[config.mk]
export PLATFORM = sky130hd
export DESIGN_NAME = csr_trap_unit
export DESIGN_NICKNAME = d
export VERILOG_FILES = /design/src/rtl/csr_trap_unit.sv
export SDC_FILE = /design/constraint.sdc
export NUM_CORES = 1
export LEC_CHECK = 0
export CAP_MARGIN = 30
export CORE_MARGIN = 3
export CORE_UTILIZATION = 37
export DETAILED_ROUTE_END_ITERATION = 7
export GPL_TIMING_DRIVEN = 1
export PLACE_DENSITY = 0.65
export SYNTH_ARGS = -nofsm -noshare
export SYNTH_HDL_FRONTEND = slang
export SYNTH_SLANG_ARGS = --single-unit
[constraint.sdc]
create_clock -name clk -period 2.8 [get_ports clk]
set_input_delay 0.56 -clock clk [delete_from_list [all_inputs] [get_ports clk]]
set_output_delay 0.56 -clock clk [all_outputs]
set_load 0.01 [all_outputs]
[src/rtl/csr_trap_unit.sv]
// csr_trap_unit
// Executes CSR instructions (CSRRW/RS/RC and immediate forms) and sequences
// synchronous traps (ecall, ebreak, illegal) and mret.
// Every access goes through the CSR register file's one read port and one
// write port. Each step of an instruction takes its own cycle, so every
// write is committed before any later read.
//
// Ports:
//   clk, rst_n            clock, asynchronous active-low reset
//   ex_valid / ex_ready   handshake with the execute stage (ready only when idle)
//   ex_pc, ex_instr       PC and raw instruction word of the offered instruction
//   ex_is_csr, ex_is_ecall, ex_is_ebreak, ex_is_mret, ex_illegal   decode flags
//   ex_funct3, ex_csr_addr, ex_rs1_idx, ex_rs1_val                 CSR operands
//   csr_rd_val / csr_rd_valid      old CSR value and rd writeback strobe
//   redirect_valid / redirect_pc   pipeline flush and new fetch target
//   csr_addr_r, csr_data_r         register file read port (combinational read)
//   csr_mtvec                      mtvec tap from the register file
//   csr_addr_w, csr_data_w, csr_we register file write port

module csr_trap_unit #(
   parameter int CAUSE_ILLEGAL = 2,
   parameter int CAUSE_EBREAK  = 3,
   parameter int CAUSE_ECALL   = 11
) (
   input  logic        clk,
   input  logic        rst_n,
   input  logic        ex_valid,
   output logic        ex_ready,
   input  logic [31:0] ex_pc,
   input  logic [31:0] ex_instr,
   input  logic        ex_is_csr,
   input  logic        ex_is_ecall,
   input  logic        ex_is_ebreak,
   input  logic        ex_is_mret,
   input  logic        ex_illegal,
   input  logic [2:0]  ex_funct3,
   input  logic [11:0] ex_csr_addr,
   input  logic [4:0]  ex_rs1_idx,
   input  logic [31:0] ex_rs1_val,
   output logic [31:0] csr_rd_val,
   output logic        csr_rd_valid,
   output logic        redirect_valid,
   output logic [31:0] redirect_pc,
   output logic [11:0] csr_addr_r,
   input  logic [31:0] csr_data_r,
   input  logic [31:0] csr_mtvec,
   output logic [11:0] csr_addr_w,
   output logic [31:0] csr_data_w,
   output logic        csr_we
);

   localparam logic [11:0] ADDR_MSTATUS = 12'h300;
   localparam logic [11:0] ADDR_MEPC    = 12'h341;
   localparam logic [11:0] ADDR_MCAUSE  = 12'h342;
   localparam logic [11:0] ADDR_MTVAL   = 12'h343;

   typedef enum logic [3:0] {
      IDLE, CSR_RD, CSR_WR, T_EPC, T_CAUSE, T_TVAL, T_STAT, M_EPC, M_STAT
   } state_t;

   typedef enum logic [1:0] {
      TRAP_ILLEGAL, TRAP_EBREAK, TRAP_ECALL
   } trap_t;

   state_t      state_q, state_d;
   trap_t       trap_q, trap_d;
   logic [31:0] pc_q, pc_d;
   logic [31:0] instr_q, instr_d;
   logic [2:0]  funct3_q, funct3_d;
   logic [11:0] addr_q, addr_d;
   logic [4:0]  rs1_idx_q, rs1_idx_d;
   logic [31:0] rs1_val_q, rs1_val_d;
   logic [31:0] old_q, old_d;
   logic [31:0] epc_q, epc_d;

   logic [31:0] operand;
   logic [31:0] csr_wr_data;
   logic [31:0] cause_val;
   logic [31:0] tval_val;
   logic [31:0] trap_mstatus;
   logic [31:0] mret_mstatus;
   logic        unused_mtvec_mode;

   // Only direct-mode mtvec is supported, so the mode bits are ignored.
   assign unused_mtvec_mode = ^csr_mtvec[1:0];

   assign ex_ready = (state_q == IDLE);

   // funct3 bit 2 selects the zimm form, where rs1_idx itself is the operand.
   assign operand = funct3_q[2] ? {27'b0, rs1_idx_q} : rs1_val_q;

   // Trap entry: MPIE <= MIE, MIE <= 0, MPP <= M.
   assign trap_mstatus = {csr_data_r[31:13], 2'b11, csr_data_r[10:8], csr_data_r[3],
                          csr_data_r[6:4], 1'b0, csr_data_r[2:0]};

   // mret: MIE <= MPIE, MPIE <= 1, MPP stays M.
   assign mret_mstatus = {csr_data_r[31:13], 2'b11, csr_data_r[10:8], 1'b1,
                          csr_data_r[6:4], csr_data_r[7], csr_data_r[2:0]};

   // Read-modify-write data for the CSR instruction, based on the latched old value.
   always_comb begin
      csr_wr_data = operand;
      case (funct3_q[1:0])
         2'b10:   csr_wr_data = old_q | operand;
         2'b11:   csr_wr_data = old_q & ~operand;
         default: csr_wr_data = operand;
      endcase
   end

   // Trap cause and mtval depend only on the trap kind captured at dispatch.
   always_comb begin
      cause_val = 32'(CAUSE_ILLEGAL);
      tval_val  = instr_q;
      case (trap_q)
         TRAP_EBREAK: begin
            cause_val = 32'(CAUSE_EBREAK);
            tval_val  = pc_q;
         end
         TRAP_ECALL: begin
            cause_val = 32'(CAUSE_ECALL);
            tval_val  = 32'h0;
         end
         default: begin
            cause_val = 32'(CAUSE_ILLEGAL);
            tval_val  = instr_q;
         end
      endcase
   end

   // Next-state logic. Operands are captured only when an instruction is
   // accepted in IDLE; while busy the ex_* inputs are ignored. A CSR op with
   // funct3 000 or 100 is reserved and dispatched as an illegal instruction.
   always_comb begin
      state_d   = state_q;
      trap_d    = trap_q;
      pc_d      = pc_q;
      instr_d   = instr_q;
      funct3_d  = funct3_q;
      addr_d    = addr_q;
      rs1_idx_d = rs1_idx_q;
      rs1_val_d = rs1_val_q;
      old_d     = old_q;
      epc_d     = epc_q;
      case (state_q)
         IDLE: begin
            if (ex_valid) begin
               pc_d      = ex_pc;
               instr_d   = ex_instr;
               funct3_d  = ex_funct3;
               addr_d    = ex_csr_addr;
               rs1_idx_d = ex_rs1_idx;
               rs1_val_d = ex_rs1_val;
               if (ex_illegal) begin
                  trap_d  = TRAP_ILLEGAL;
                  state_d = T_EPC;
               end else if (ex_is_ecall) begin
                  trap_d  = TRAP_ECALL;
                  state_d = T_EPC;
               end else if (ex_is_ebreak) begin
                  trap_d  = TRAP_EBREAK;
                  state_d = T_EPC;
               end else if (ex_is_mret) begin
                  state_d = M_EPC;
               end else if (ex_is_csr) begin
                  if (ex_funct3[1:0] == 2'b00) begin
                     trap_d  = TRAP_ILLEGAL;
                     state_d = T_EPC;
                  end else begin
                     state_d = CSR_RD;
                  end
               end
            end
         end
         CSR_RD: begin
            old_d   = csr_data_r;
            state_d = CSR_WR;
         end
         CSR_WR:  state_d = IDLE;
         T_EPC:   state_d = T_CAUSE;
         T_CAUSE: state_d = T_TVAL;
         T_TVAL:  state_d = T_STAT;
         T_STAT:  state_d = IDLE;
         M_EPC: begin
            epc_d   = csr_data_r;
            state_d = M_STAT;
         end
         M_STAT:  state_d = IDLE;
         default: state_d = IDLE;
      endcase
   end

   // State and captured registers; reset aborts any sequence in progress.
   always_ff @(posedge clk or negedge rst_n) begin
      if (!rst_n) begin
         state_q   <= IDLE;
         trap_q    <= TRAP_ILLEGAL;
         pc_q      <= 32'h0;
         instr_q   <= 32'h0;
         funct3_q  <= 3'h0;
         addr_q    <= 12'h0;
         rs1_idx_q <= 5'h0;
         rs1_val_q <= 32'h0;
         old_q     <= 32'h0;
         epc_q     <= 32'h0;
      end else begin
         state_q   <= state_d;
         trap_q    <= trap_d;
         pc_q      <= pc_d;
         instr_q   <= instr_d;
         funct3_q  <= funct3_d;
         addr_q    <= addr_d;
         rs1_idx_q <= rs1_idx_d;
         rs1_val_q <= rs1_val_d;
         old_q     <= old_d;
         epc_q     <= epc_d;
      end
   end

   // Port decode: a pure function of the current state and captured
   // registers, so nothing on ex_* reaches the register file ports. The only
   // data taken from the read port in the same cycle is the old mstatus
   // during its read-modify-write. RS/RC with rs1 = x0 must not write.
   always_comb begin
      csr_addr_r     = 12'h0;
      csr_addr_w     = 12'h0;
      csr_data_w     = 32'h0;
      csr_we         = 1'b0;
      csr_rd_val     = 32'h0;
      csr_rd_valid   = 1'b0;
      redirect_valid = 1'b0;
      redirect_pc    = 32'h0;
      case (state_q)
         CSR_RD: csr_addr_r = addr_q;
         CSR_WR: begin
            csr_addr_w   = addr_q;
            csr_data_w   = csr_wr_data;
            csr_we       = !(funct3_q[1] && (rs1_idx_q == 5'd0));
            csr_rd_val   = old_q;
            csr_rd_valid = 1'b1;
         end
         T_EPC: begin
            csr_addr_w = ADDR_MEPC;
            csr_data_w = pc_q & ~32'h3;
            csr_we     = 1'b1;
         end
         T_CAUSE: begin
            csr_addr_w = ADDR_MCAUSE;
            csr_data_w = cause_val;
            csr_we     = 1'b1;
         end
         T_TVAL: begin
            csr_addr_w = ADDR_MTVAL;
            csr_data_w = tval_val;
            csr_we     = 1'b1;
         end
         T_STAT: begin
            csr_addr_r     = ADDR_MSTATUS;
            csr_addr_w     = ADDR_MSTATUS;
            csr_data_w     = trap_mstatus;
            csr_we         = 1'b1;
            redirect_valid = 1'b1;
            redirect_pc    = {csr_mtvec[31:2], 2'b00};
         end
         M_EPC: csr_addr_r = ADDR_MEPC;
         M_STAT: begin
            csr_addr_r     = ADDR_MSTATUS;
            csr_addr_w     = ADDR_MSTATUS;
            csr_data_w     = mret_mstatus;
            csr_we         = 1'b1;
            redirect_valid = 1'b1;
            redirect_pc    = epc_q;
         end
         default: ;
      endcase
   end

endmodule

Word-level counts from Yosys, hierarchy flattened:

Index checks and enable logic that the tools add are counted.

* bits in registers: 186
* input bits: 188
* output and inout bits: 124
* bits in writable memories: 0
* ROM bits: 0
* word-level logic and storage cells: 66
* memories: 0
* latch bits: 0

* reduce and logical (&&, ||, !) cells: 12
* shift-type cells: 0
* bitwise gates (word level): 3
* equality and inequality tests: 15
* add/subtract/negate cells: 0
* multipliers: 0
* muxes and demuxes: 26
* $lt $le $gt $ge: 0
* div/mod/pow operators: 0

Operators with widths (number)
* case mux 32 bit (2 select lines): 3
* case mux 32 bit (6 select lines): 1
* two-way mux 32 bit: 2
* case mux 12 bit (5 select lines): 1
* case mux 12 bit (3 select lines): 1
* AND 32 bit: 1
* inverter 32 bit: 1
* OR 32 bit: 1
* two-way mux 4 bit: 6
* case mux 4 bit (6 select lines): 1
* equality test 4 x 3 -> 1 bit (second input constant): 4
* two-way mux 2 bit: 7
* equality test 4 x 2 -> 1 bit (second input constant): 2
* case mux 4 bit (2 select lines): 1
* nonzero test 4 bit: 2
* equality test 2 bit (second input constant): 3
* != test 6 x 1 -> 1 bit (second input constant): 1
* logical NOT 5 bit: 1
* AND reduction 5 bit: 1
* OR reduction 5 bit: 1
* equality test 4 x 1 -> 1 bit (second input constant): 1
* equality test 4 bit (second input constant): 1
* logical NOT 4 bit: 1
* != test 4 x 3 -> 1 bit (second input constant): 1
* 9 further kinds: 11

Logic depth before layout (Yosys ltp):

Gate-level depths: netlist of the first run.

* depth after elaboration: 9
* mapped depth: 9
* depth with buffers taken out: 6

Least setup slack after synthesis of the first run:

No wires, ideal clock.

* kind: reg2out
* from: register trap_q[0]
* to: output csr_data_w[13]
* stages on the path, launching flop included: 8
* data arrival time: 1.696 ns
* buffers on the path: 2
* data required time: 2.240 ns
* setup slack: 0.544 ns
* cells stage by stage: dfrtp_1 ha_1 nor4bb_1 o211a_1 buf_6 buf_4 a222oi_1 nand2_1

* word-level cells in the longest chain between the ends: 3
* elaborated cells on any way between the ends: 4
* classes of those cells: eq/ne: 2; mux: 2

RTL lines
* from (decl): line 66 `trap_t trap_q, trap_d;`
* from (signal assigned): line 207 `trap_q <= trap_d;`
* equality test 2 bit / equality test 2 x 1 -> 1 bit (equally long branches): line 114 `case (trap_q)`
* case mux 32 bit (2 select lines) (*): line 114
* case mux 32 bit (6 select lines) (*): line 232 `case (state_q)`
* to (decl): line 48 `output logic [31:0] csr_data_w,`

Every way passes the cells marked *; elsewhere a longest branch is shown, timed or not.

Final worst setup path of the first run:

* from: register state_q[1]
* to: output csr_data_w[10]

* word-level cells in the longest chain between the ends: 2
* elaborated cells on any way between the ends: 7
* classes of those cells: eq/ne: 6; mux: 1

RTL lines
* from (decl): line 65 `state_t state_q, state_d;`
* from (signal assigned): line 206 `state_q <= state_d;`
* equality test 4 bit (tied with other cells): line 232
* case mux 32 bit (6 select lines) (*): line 232

Marks and branches as above.

==> key figures, run 1 <==
Yosys
  • Synth Area in Simple Gates: 0.260
  • Primary FF master, synth: dfrtp_1
  • Synth Area per Inst: approximately 9.1 µm²
  • Post-synthesis mux area share: 0.116
  • Post-synth ARST share: 1.00
  • Post-synth top area share: 0.490
  • Post-synthesis sequential area ratio: 0.490
  • Synth Area in Compound Gates: 0.0855
  • Mapped Cells: 1041
  • Synth Area in XOR/XNOR: 0
  • Synth Register Bits: approximately 190
  • Adder-Cell Fraction of Synth Area: 0.00264
  • Synthesis Warnings: 0
  • Synth unique cells: between 40 and 50
  • Mapped Nets: 1231
  • Largest family of logic cells by synthesized area: simple AND/OR/NAND/NOR gates
  • Number of synthesized flops with an enable pin: 0
  • Mapped Area: ~9500 µm²
  • Top cells by area, synth: dfrtp_1 (49%), nand2_1 (17%), mux2_2 (7.8%)
  • Yosys top cell by area: dfrtp_1

Timing
  • Skew final: 0.0152 ns
  • Fin crit period: approximately 2.9 ns
  • Fmax: ~340 MHz
  • Setup violations, final: 9
  • Final Hold Viols: 0
  • Measured slew at the worst slew-check pin: approximately 0.52 ns
  • Unrepaired setup endpoints after global routing: true
  • Slew Limit Fails: 0
  • Relative max-transition margin: 0.653
  • Final Worst Setup Slack: -0.125 ns
  • Final period utilization: 1.04

Floorplan
  • Core footprint: 25200 µm²
  • Die Footprint: between 20000 and 30000 µm²
  • Die X: between 150 and 200 µm
  • Initial Utilization: 0.377
  • FP Rows: a little under 60
  • Die height: ~170 µm
  • Top-Level Pins: 312

Drt
  • Router iterations before antenna repair: 8
  • Routed Antenna Nets: 0
  • WL final: approximately 34 mm
  • Via count: just under 9000
  • WL per Instance: slightly below 20 µm
  • DRC errors left: 5
  • Vias per std cell: 5.12
  • DR iter-0 viols: roughly 950

Placed design
  • Dpl ws: -0.0473 ns
  • GPL Wtd Cong: about 0.87
  • DPL Wire Length: 23.5 mm
  • Post-DP Area: between 10000 and 15000 µm²
  • Port Buffer Count: 309

Global route
  • Number of global-route vias before repair: between 8000 and 9000
  • Gr ovfl total: 0
  • Initial antenna violation count: 6
  • Largest net degree at the start of global routing: ~100
  • First-pass GRT wire length: between 50 and 60 mm
  • Aggregate global-route resource usage: 0.242

Clocking
  • Clk buf depth: 2
  • Hold Buf Count CTS: 0
  • CTS Sinks: 186
  • Clock-pin slew on the worst setup and hold paths: 0.08 ns
  • CTS buffer count: 17
  • CTS tree: yes
  • H-tree depth: 4
  • Clock root cell: clkbuf_16
  • Clock insertion delay at the later pin of the skew report: 0.43 ns

Setup path
  • Worst-path maximum fanout: 15
  • Type of destination of the critical path: output pin
  • Arr. time, crit path: around 2.4 ns
  • Crit start category: flip-flop
  • WS Path Type: flip-flop to output pin
  • Worst EP required: about 2.2 ns

Power
  • Clk network pwr share: 0.181
  • Total power: approximately 14 mW
  • Flop pwr share: 0.343
  • Power per cell area: a little over 1000 nW/µm²
  • Max VDD drop: ~0.00038 V
  • P_leak: 6.77 nW
  • Sw Share: 0.393
  • Switching pwr: 5.52 mW
  • Gate power share: 0.476
  • Internal power: 8.51 mW

Cells and area
  • Share of layout cells above drive strength 1: 0.213
  • Area grow syn2layout: 44.1%
  • Multi-input combinational cell area: ~4500 µm²
  • Reg area: 4660 µm²
  • Post-route cell area: around 14000 µm²
  • Fill count: 2309
  • Post-layout nets: ~1600

Run
  • Max-Cap Viols: 0

Run status
  • Outcome: complete, but fails checks
  • Violated checks: DRC, setup timing

Worst hold path
  • Hold crit path type: input pin to async pin
-- cell type report --
cell class / instances / share of cell area
antenna: 3 / 0.000548
clock buffer: 18 / 0.0321
clock inverter: 14 / 0.0126
inverter: 8 / 0.00219
multi-input combinational: 769 / 0.329
sequential: 186 / 0.340
tap: 330 / 0.0302
timing repair buffer: 382 / 0.253
-- logic make-up after synthesis --
family	after synthesis
muxes	102
buffers and inverters	86
AOI/OAI and AO/OA	104
DFF	186
adders and majority gates	2
and+or+nand+nor	561
-- cells in the final DEF, fill, tap and decap left out, types with 14 or more instances in the layout --
cell type	Yosys	final
clkbuf_2	0	61
dfrtp_1	186	184
nand2b_1	32	32
a222oi_1	24	24
mux2_2	66	66
buf_4	16	47
clkdlybuf4s50_1	0	187
buf_2	20	26
o21ai_0	14	14
a22o_1	30	30
clkbuf_16	0	17
dlygate4sd2_1	0	18
mux2i_1	36	36
nand2_1	441	440
and2_1	53	49
-- path summary, 6_finish.rpt --
| check | slack [ns] | cells after the start | startpoint | endpoint |
|---|---|---|---|---|
| max | -0.12 | 8 | state_q[1] | csr_data_w[10] |
| min in group clk | 0.48 | 2 | rs1_val_q[3] | rs1_val_q[3] |
| min reg2reg | 0.48 | 2 | rs1_val_q[3] | rs1_val_q[3] |
| max in group asynchronous | 1.87 | 2 | rst_n | pc_q[25] |
| min | 0.09 | 1 | rst_n | addr_q[3] |
| max reg2reg | 0.63 | 9 | state_q[2] | rs1_val_q[30] |
-- Yosys cell counts (2+ instances only) --
master       n
nand2_1    441
dfrtp_1    186
mux2_2      66
and2_1      53
clkbuf_1    38
mux2i_1     36
nand2b_1    32
a22o_1      30
a222oi_1    24
buf_2       20
buf_4       16
o21ai_0     14
a21oi_1     13
inv_1        8
a22oi_1      6
nor2_1       5
nor3_1       5
nor2b_1      4
o211ai_1     4
a31oi_1      3
buf_6        3
nor4_1       3
a211oi_1     2
ha_1         2
nand3_1      2
nand3b_1     2
nand4bb_1    2
nor4b_4      2
nor4bb_1     2
o21bai_1     2
-- routing by layer --
layer  global-route usage  wire [µm]  up-vias
met4               0.0738        705        4
met2                0.370      15200      344
li1                     -          -     4123
met5                    0         28        -
met1                0.348      15600     4249
met3               0.0478       2420       41
-- state kept, by name, summed over array words and instances (netlist names) --
register   cells
old_q         32
pc_q          32
rs1_idx_q      5
state_q        4
epc_q         32
funct3_q       3
instr_q       32
rs1_val_q     32
addr_q        12
trap_q         2
-- repair_timing --
| action | CTS | global route |
|---|---|---|
| setup buffers | 17 | 2 |
| pin swaps | 43 | 32 |
| resized for setup | 254 | 137 |
| setup endpoints to repair | 120 | 98 |
| cloned | 6 | 0 |
-- worst max-delay path, cell delays in order (launching register included) --
cell       delay (ns)
dfrtp_2          0.45
buf_4            0.17
nor4b_4          0.13
buf_4            0.14
buf_4            0.14
bufbuf_16        0.29
a222oi_1         0.34
nand2_1          0.12
buf_6            0.15
-- power groups by stage --
stage | Combinational [mW] | Clock, mW | Sequential, mW
finish | 6.67 | 2.54 | 4.82
global route | 7.29 | 2.71 | 4.97
CTS | 6.73 | 2.59 | 4.79
detailed placement | 6.76 | 0 | 4.84
global placement | 6.68 | 0 | 4.78
floorplan | 4.01 | 0 | 4.55
-- per-stage QoR --
step	hold slack, ns	setup TNS (ns)	util	cells
final	0.0882	-0.378	0.544	1710
after global routing	0.117	-3.12	0.544	1710
after CTS	0.105	-4.22	0.554	1711
after detailed placement	0.462	-0.208	0.524	1656
after global placement	0.458	-0.0549	0.524	1656
after floorplan	0.264	0	-	1041
(Power assumes the default switching activity.)
==> run 2: changes to the inputs <==
Settings changed: CAP_MARGIN 30 to 25, PLACE_DENSITY 0.65 to 0.67.
Clock period 2.8 ns to 2.5 ns, I/O delays scaled along.
==> run 2 against run 1 <==
Against the previous run: the run still ends with DRC, setup timing left; combinational power is 34% higher; critical path depth is 1 higher; cell count is 3.6% higher; sequential cell count stayed put; clock power is 15% higher; via count is 4.3% higher; total power is 25% higher; worst hold slack worse by 0.0086 ns; routed wire length is 7.7% higher; clock skew is 0.0034 ns lower; count of clock-buffer cells in the layout stayed put; die area stayed put; largest cell class is now multi-input combinational cells.
==> key figures, run 2 (same netlist as run 1, synthesis figures left out) <==
Global route
  • Largest net degree at the start of global routing: 73 (-30%)
  • First-pass GRT wire length: 54.3 mm (+5.0%)
  • Aggregate global-route resource usage: 0.252 (+0.0103)
  • Number of global-route vias before repair: 8902 (+4.2%)
  • Gr ovfl total: 0 (unchanged)
  • Initial antenna violation count: 6 (unchanged)

Setup path
  • Crit start category: flip-flop
  • WS Path Type: flip-flop to output pin
  • Worst EP required: 2.00 ns (-0.24 ns)
  • Type of destination of the critical path: output pin
  • Cell repeated most along the worst path: buf_6
  • CP max stage cell: a222oi_1
  • R2R cell count: 8 (-1)
  • Critical path origin: trap_q[1]
  • Critical path cell sequence: inv_1 > ha_2 > nor4bb_4 > o211a_4 > buf_6 > a222oi_1 > buf_4 > nand2_2 > buf_6
  • Arr. time, crit path: 2.51 ns (+0.15 ns)
  • FF-to-FF Start: state_q[0]
  • Worst-path maximum fanout: 5 (-10)
  • Reg2Reg Setup Slack: 0.18 ns (-0.45 ns)
  • RR Endpoint: trap_q[0]
  • Slowest stage delay, CP: 0.53 ns (+0.08 ns)

Drt
  • Router iterations before antenna repair: 8 (unchanged)
  • DR iter-0 viols: 932 (-1.5%)
  • WL final: 36.6 mm (+7.7%)
  • WL per Instance: 20.6 µm (+4.0%)
  • Routed Antenna Nets: 0 (unchanged)
  • Via count: 9140 (+4.3%)
  • DRC errors left: 3 (-2)
  • Vias per std cell: 5.16 (+0.73%)

Timing
  • Setup violations, final: 113 (+104)
  • Final Worst Setup Slack: -0.508 ns (-0.383 ns)
  • Fin crit period: about 3.0 ns
  • Final period utilization: 1.20
  • Slew Limit Fails: 0 (unchanged)
  • Skew final: 0.0118 ns (-0.00344 ns)
  • Unrepaired setup endpoints after global routing: true
  • Fmax: between 300 and 400 MHz
  • Final Hold Viols: 0 (unchanged)
  • Measured slew at the worst slew-check pin: 0.584 ns (+0.0638 ns)
  • Relative max-transition margin: 0.610 (-0.0425)

Power
  • Max VDD drop: 0.000440 V (+16%)
  • Power per cell area: 1170 nW/µm² (+14%)
  • P_leak: 7.33 nW (+8.3%)

Clocking
  • Clock-pin slew on the worst setup and hold paths: 0.08 ns (about the same)
  • CTS tree: yes
  • H-tree depth: 4 (unchanged)
  • CTS Sinks: 186 (unchanged)
  • Clock root cell: clkbuf_16
  • Clk buf depth: 2 (unchanged)
  • Clock insertion delay at the later pin of the skew report: 0.43 ns (about the same)
  • CTS buffer count: 17 (unchanged)

Cells and area
  • Fill count: 2210 (-4.3%)
  • Area grow syn2layout: 57.0%
  • Post-layout util: 0.592 (+0.0486)
  • Most common cell after layout, fill and taps aside: nand2_1
  • Reg area: 4660 µm² (unchanged)
  • Post-route cell area: 14900 µm² (+8.9%)
  • Share of layout cells above drive strength 1: 0.310 (+0.0969)
  • Most frequent cells in the layout: nand2_1 (415), clkdlybuf4s50_1 (191), dfrtp_1 (184), buf_6 (100), mux2_2 (66)
  • Post-layout nets: 1614 (+3.9%)
  • Multi-input combinational cell area: 4780 µm² (+6.2%)

Run status
  • Outcome: complete, but fails checks
  • Violated checks: DRC, setup timing

Floorplan
  • Die Footprint: 27600 µm² (unchanged)
  • Initial Utilization: 0.377 (unchanged)
  • Die height: 166 µm (unchanged)
  • Die X: 166 µm (unchanged)
  • Top-Level Pins: 312 (unchanged)
  • FP Rows: 58 (unchanged)
  • Core footprint: 25200 µm² (unchanged)

Placed design
  • Dpl ws: -0.396 ns (-0.348 ns)
  • Port Buffer Count: 309 (unchanged)
  • Post-DP Area: 13300 µm² (+0.71%)
  • GPL Wtd Cong: 0.956 (+10%)
  • DPL Wire Length: 25.6 mm (+8.7%)

Worst hold path
  • Hold crit path type: input pin to async pin

Run
  • Max-Cap Viols: 0 (unchanged)
## run 2: cell types whose count changed in the layout (fill, tap and decap cells not counted), moves of 19 or more
cell and delta:
nand2_1 -25, and2_1 -37, buf_6 +88, nand2_2 +19
clkbuf_2 -61, buf_2 +30, and2_4 +38
## run 2: where the power goes
part	internal (mW)	total, mW	switching [mW]
combinational	4.52	8.97	4.46
sequential	4.47	5.60	1.13
clock	1.65	2.92	1.28
total	10.6	17.5	6.86
## run 2: cell type report
cell class,instances,share of cell area
multi-input combinational,769,0.321
inverter,8,0.00201
clock buffer,18,0.0295
antenna,4,0.000671
sequential,186,0.312
timing repair buffer,442,0.294
tap,330,0.0277
clock inverter,14,0.0133
## run 2: worst max path at each step
stage,to,slack (ns)
detailed placement,csr_data_w[9],-0.40
global route,csr_data_w[30],-0.56
CTS,csr_data_w[30],-0.51
global placement,csr_data_w[31],-0.30
floorplan,csr_data_w[13],0.30
finish,csr_data_w[30],-0.51
## run 2: critical path: cells and delay by family, from the launching register on
kind / cells / cell delay [ns]
buffers and inverters: 4 / 0.51
AOI/OAI and AO/OA: 2 / 0.80
DFF: 1 / 0.40
adders and majority gates: 1 / 0.17
and+or+nand+nor: 2 / 0.20
## run 2: per-layer routing
metal / global-route usage / up-vias / wire length (µm)
met1: 0.368 / 4420 / 16300
met4: 0.0926 / 4 / 1090
li1: - / 4246 / -
met5: 0 / - / 21
met3: 0.0462 / 62 / 2530
met2: 0.376 / 408 / 16600
## run 2: stage by stage
step / instances / total power, mW / hold WS [ns] / setup TNS [ns]
2_1_floorplan: 1041 / 9.58 / 0.204 / 0
3_3_place_gp: 1672 / 13.1 / 0.458 / -7.23
3_5_place_dp: 1672 / 13.2 / 0.462 / -10.86
4_1_cts: 1761 / 16.6 / 0.0869 / -18.40
5_1_grt: 1771 / 18.5 / 0.0948 / -30.06
6_report: 1771 / 17.5 / 0.0796 / -21.65
## run 2: timing repair
action                                  CTS  global route
endpoints found under the hold margin     0             0
setup buffers                            50            20
pin swaps                                59            39
endpoints found under the setup margin  124           121
gates cloned                              7             3
hold buffers                              0             0
gates resized for setup                 556           162
==> run 3: changes to the inputs <==
Settings changed: ABC_AREA from default to 0.
==> results of run 3 <==
Final layout, timing and power as in run 2 (identical DEF).
